--- src/rtl/shutter_capture.sv ---
// Camera-side capture: shutter edge -> exposure wait -> NPIX-pixel stream sum -> skip/frame_done/err pulse.
// Latency: last accepted pixel at cycle N gives its skip/frame_done pulse at N+2; pix_ready is the only backpressure.
module shutter_capture #(
    parameter int PIX_W   = 8,
    parameter int NPIX    = 4,
    parameter int EXP_CYC = 2,
    parameter int TIMEOUT = 15,
    localparam int SUM_W  = PIX_W + $clog2(NPIX)
) (
    input  logic             clk,
    input  logic             reset_n,
    input  logic             shutter,
    input  logic             pix_valid,
    input  logic [PIX_W-1:0] pix_data,
    input  logic [SUM_W-1:0] thresh,
    output logic             pix_ready,
    output logic             skip,
    output logic             frame_done,
    output logic [SUM_W-1:0] frame_sum,
    output logic [7:0]       frame_cnt,
    output logic             missed,
    output logic             err,
    output logic             busy
);
    localparam int CNT_W = $clog2(NPIX);
    localparam int IDL_W = $clog2(TIMEOUT + 1);
    localparam int EXP_W = (EXP_CYC > 1) ? $clog2(EXP_CYC) : 1;
    localparam logic [CNT_W-1:0] LAST_PIX = CNT_W'(NPIX - 1);
    localparam logic [IDL_W-1:0] IDLE_LIM = IDL_W'(TIMEOUT - 1);
    localparam logic [EXP_W-1:0] EXP_LOAD = EXP_W'(EXP_CYC - 1);

    typedef enum logic [1:0] {
        S_IDLE    = 2'd0,
        S_EXPOSE  = 2'd1,
        S_CAPTURE = 2'd2,
        S_EVAL    = 2'd3
    } state_t;

    state_t             state_q, state_d;
    logic               shutter_q;
    logic [EXP_W-1:0]   exp_q, exp_d;
    logic [CNT_W-1:0]   pcnt_q, pcnt_d;
    logic [IDL_W-1:0]   idle_q, idle_d;
    logic [SUM_W-1:0]   acc_q, acc_d;
    logic [SUM_W-1:0]   sum_q, sum_d;
    logic [7:0]         cnt_q, cnt_d;
    logic               rdy_q, rdy_d;
    logic               skip_q, skip_d;
    logic               done_q, done_d;
    logic               err_q, err_d;
    logic               missed_q, missed_d;
    logic               busy_q, busy_d;
    logic               rise;

    assign rise = shutter & ~shutter_q;

    always_comb begin
        state_d  = state_q;
        exp_d    = exp_q;
        pcnt_d   = pcnt_q;
        idle_d   = idle_q;
        acc_d    = acc_q;
        sum_d    = sum_q;
        cnt_d    = cnt_q;
        skip_d   = 1'b0;
        done_d   = 1'b0;
        err_d    = 1'b0;
        missed_d = missed_q | (rise & (state_q != S_IDLE));
        case (state_q)
            S_IDLE: begin
                if (rise) begin
                    state_d = S_EXPOSE;
                    exp_d   = EXP_LOAD;
                    acc_d   = '0;
                    pcnt_d  = '0;
                    idle_d  = '0;
                end
            end
            S_EXPOSE: begin
                if (exp_q == '0) state_d = S_CAPTURE;
                else             exp_d   = exp_q - 1'b1;
            end
            S_CAPTURE: begin
                if (pix_valid && rdy_q) begin
                    acc_d  = acc_q + SUM_W'(pix_data);
                    pcnt_d = pcnt_q + 1'b1;
                    idle_d = '0;
                    if (pcnt_q == LAST_PIX) state_d = S_EVAL;
                end else if (idle_q == IDLE_LIM) begin
                    // TIMEOUT-th consecutive empty cycle: abandon the frame
                    err_d   = 1'b1;
                    state_d = S_IDLE;
                end else begin
                    idle_d = idle_q + 1'b1;
                end
            end
            S_EVAL: begin
                if (acc_q < thresh) begin
                    skip_d = 1'b1;
                end else begin
                    done_d = 1'b1;
                    sum_d  = acc_q;
                    cnt_d  = cnt_q + 8'd1;
                end
                state_d = S_IDLE;
            end
            default: begin
                state_d  = S_IDLE;
                missed_d = missed_q;
            end
        endcase
        rdy_d  = (state_d == S_CAPTURE);
        busy_d = (state_d != S_IDLE);
    end

    always_ff @(posedge clk or negedge reset_n) begin
        if (!reset_n) begin
            state_q   <= S_IDLE;
            shutter_q <= 1'b0;
            exp_q     <= '0;
            pcnt_q    <= '0;
            idle_q    <= '0;
            acc_q     <= '0;
            sum_q     <= '0;
            cnt_q     <= '0;
            rdy_q     <= 1'b0;
            skip_q    <= 1'b0;
            done_q    <= 1'b0;
            err_q     <= 1'b0;
            missed_q  <= 1'b0;
            busy_q    <= 1'b0;
        end else begin
            state_q   <= state_d;
            shutter_q <= shutter;
            exp_q     <= exp_d;
            pcnt_q    <= pcnt_d;
            idle_q    <= idle_d;
            acc_q     <= acc_d;
            sum_q     <= sum_d;
            cnt_q     <= cnt_d;
            rdy_q     <= rdy_d;
            skip_q    <= skip_d;
            done_q    <= done_d;
            err_q     <= err_d;
            missed_q  <= missed_d;
            busy_q    <= busy_d;
        end
    end

    assign pix_ready  = rdy_q;
    assign skip       = skip_q;
    assign frame_done = done_q;
    assign frame_sum  = sum_q;
    assign frame_cnt  = cnt_q;
    assign missed     = missed_q;
    assign err        = err_q;
    assign busy       = busy_q;

endmodule

--- config.mk ---
export PLATFORM = sky130hd
export DESIGN_NAME = shutter_capture
export DESIGN_NICKNAME = d
export VERILOG_FILES = /design/src/rtl/shutter_capture.sv
export SDC_FILE = /design/constraint.sdc
export NUM_CORES = 1
export LEC_CHECK = 0
export BUFFER_PORTS_ARGS = -buffer_cell sky130_fd_sc_hd__buf_2
export CAP_MARGIN = 20
export CORE_ASPECT_RATIO = 0.5
export CORE_MARGIN = 2
export CORE_UTILIZATION = 50
export CTS_CLUSTER_SIZE = 25
export DETAILED_ROUTE_END_ITERATION = 12
export GPL_TIMING_DRIVEN = 0
export PLACE_DENSITY_LB_ADDON = 0.12
export SLEW_MARGIN = 20
export SYNTH_ARGS = -nofsm -noshare
export SYNTH_HDL_FRONTEND = slang
export SYNTH_SLANG_ARGS = --single-unit
--- constraint.sdc ---
create_clock -name clk -period 3.2 [get_ports clk]
set_input_delay 0.64 -clock clk [delete_from_list [all_inputs] [get_ports clk]]
set_output_delay 0.64 -clock clk [all_outputs]
set_load 0.01 [all_outputs]
==> flow_summary.yaml <==
clock_tree:
  cts_hold_buf: 0
  clk_pin_slew_ps: 90
  cts_tree: "done"
  h-tree-depth: 2
  clkSinkCount: 44
  clock_latency_ps: 290
  clockBufferDepth: 2
  cts_setup_buffers: 0
  root_buffer: "clkbuf_8"
  cts_resized: 0
  cts_buffers: 5
synth:
  syn_area_per_cell_sq_um: 10.4
  synth_cells: 232
  synth-async-reset-ratio: 1.00
  synth_fp_nets: 276
  yosys_warnings: 0
  yosys_most_used_dff: "dfrtp_1"
  synth_edf_count: 0
  synth_compound_area_frac: 0.142
  synthesis.area_sq_um: 2420
  synth_top_family_by_area: "simple AND/OR/NAND/NOR gates"
  synth_seq_cells: 44
  synthMuxAreaShare: 0.0552
  synth-xor-area-share: 0.0434
  synth_fa_ha_area_frac: 0.117
  synth_seq_area_share: 0.454
  synth_simple_gate_area_share: 0.146
  synthDistinctLibCells: 47
placement:
  port_buffers: 45
  place_hpwl_microns: 3620
  gp_congestion: 0.828
detailed_routing:
  vias_per_cell: 5.28
  drc: 0
  dr.pass1.iters: 4
  vias: 1854
  ant_nets: 0
  wl_per_cell_microns: 13.6
  drt_iter0_drc: 72
  wirelength_microns: 4790
floorplanning:
  dieHeight_microns: 53.2
  die_w_microns: 102
  dieArea_sq_um: 5450
  initial_core_util: 0.535
  core_area_sq_um: 4530
  num_io_pins: 46
  num_rows: 17
global_routing:
  antenna_found_initial: 0
  grt_max_degree: 45
  grt_pass1_wl_microns: 8110
  grt_overflow: 0
  track_usage: 0.196
  grt_pass1_vias: 1799
run_status:
  status: "complete, no violations"
finish:
  drive_gt1_frac: 0.221
  fillers: 400
  syn2layout_area_growth_pct: 16.8
  diodes: 0
  nets: 328
  multi_input_area_sq_um: 1220
  ff_latch_area_sq_um: 1100
power_and_ir_drop:
  leakagePower_nw: 1.50
  vdd.ir_drop.worst_v: 0.000380
  cellPowerDensity_nw_per_um2: 751
  power.total_mw: 2.13
worst_setup_path:
  worstRegToRegCells: 9
  worstSetupEndpointType: "flop"
  r2r-start: "acc_q[0]"
  r2r_end: "acc_q[6]"
  r2r_slack_ps: 1070
  arrival_ps: 2350
  start_kind: "input pin"
  required_ps: 3380
  critical_path.startpoint: "pix_data[0]"
  crit_fanout: 3
  path_class: "input pin to flop"
timing:
  max-slew-margin-rel: 0.524
  finalHoldViolCount: 0
  finalCritPeriodShare: 0.678
  fmax_mhz: 461
  final_max_slew_viol_count: 0
  hold_ws_ps: 339
  tns_ps: 0
  max_slew.worst_pin.slew_ps: 708
  grt_setup_unrepaired: "no"
  clock_skew_ps: 8.90
  fin_crit_ps: 2170
  finalSetupViolations: 0
hold_path:
  hold_path.class: "input pin to asynchronous set/reset pin"
run:
  maxCapViolCount: 0
[layout make-up]
class | instances | share of cell area
tap | 66 | 0.0292
multi-input combinational | 163 | 0.430
inverter | 19 | 0.0252
sequential | 44 | 0.389
clock buffer | 6 | 0.0292
timing repair buffer | 45 | 0.0804
buffer | 6 | 0.0115
clock inverter | 2 | 0.00530
[cells in the mapped netlist, types with 4 or more instances]
library cell,number,share of area
a22o_1,5,0.018
nand3_1,8,0.017
nor3_1,4,0.0083
nor2_1,21,0.033
inv_1,19,0.029
mux2_1,10,0.046
o21a_1,4,0.012
dfrtp_1,44,0.45
o21ai_0,8,0.017
nor2b_1,4,0.010
nand2_1,9,0.014
nand4_1,4,0.010
xor2_1,9,0.033
nand2b_1,4,0.010
ha_1,21,0.11
a21oi_1,12,0.025
[logic make-up (layout without fill, tap and decap cells)]
| family | count (synthesis) | after routing |
|---|---|---|
| fa+ha+maj | 22 | 22 |
| buf+inv | 25 | 78 |
| xor+xnor | 12 | 12 |
| simple gates | 67 | 67 |
| mux | 12 | 12 |
| compound gates | 50 | 50 |
| flops | 44 | 44 |
[state kept, by name, indices dropped and copies added, names as in the netlist, 2 cells and up]
name	flops
state_q	2
acc_q	10
idle_q	4
frame_cnt	8
frame_sum	10
pcnt_q	2
[stage by stage]
step / cells / util / setup slack (ps) / cell area, sq um
global route: 351 / 0.625 / 924 / 2830
finish: 351 / 0.625 / 1030 / 2830
detailed placement: 343 / 0.603 / 746 / 2730
global placement: 343 / 0.603 / 750 / 2730
floorplan: 232 / - / 995 / 2420
CTS: 351 / 0.624 / 1040 / 2830
[metal layers]
metal,vias up,global-route usage,share of wire
met4,0,0.0356,0.0056
met3,4,0.0462,0.039
met2,35,0.318,0.44
met5,-,0,0
li1,926,-,-
met1,889,0.272,0.52
[worst max-delay path by stage]
stage	to	slack (ps)
after floorplan	acc_q[6]	1000
after global placement	frame_sum[5]	750
after detailed placement	frame_sum[5]	750
after CTS	frame_sum[5]	1040
after global routing	frame_sum[6]	920
final	acc_q[6]	1030
[report_power, final]
part	internal [mW]	switching, mW	total [mW]	leakage (nW)
clock	0.175	0.194	0.369	0.0434
combinational	0.419	0.465	0.884	0.875
sequential	0.724	0.150	0.874	0.584
total	1.32	0.809	2.13	1.50
[critical path: stages]
cell	delay, ps
buf_2	100
ha_1	230
inv_1	80
fa_1	220
nor2b_1	60
o21a_1	180
o21ai_2	180
a21boi_1	100
or3_1	300
a32o_1	250
[layout by cell type, fill, tap and decap left out, types with 5 or more instances in the layout]
cell and count:
a21oi_1 12, a22o_1 5, buf_2 46, clkbuf_8 6, dfrtp_1 44, ha_1 21, inv_1 19, mux2_1 10
nand2_1 9, nand3_1 8, nor2_1 21, o21ai_0 8, xor2_1 9
Note: power is estimated with default switching activity, not from simulation.
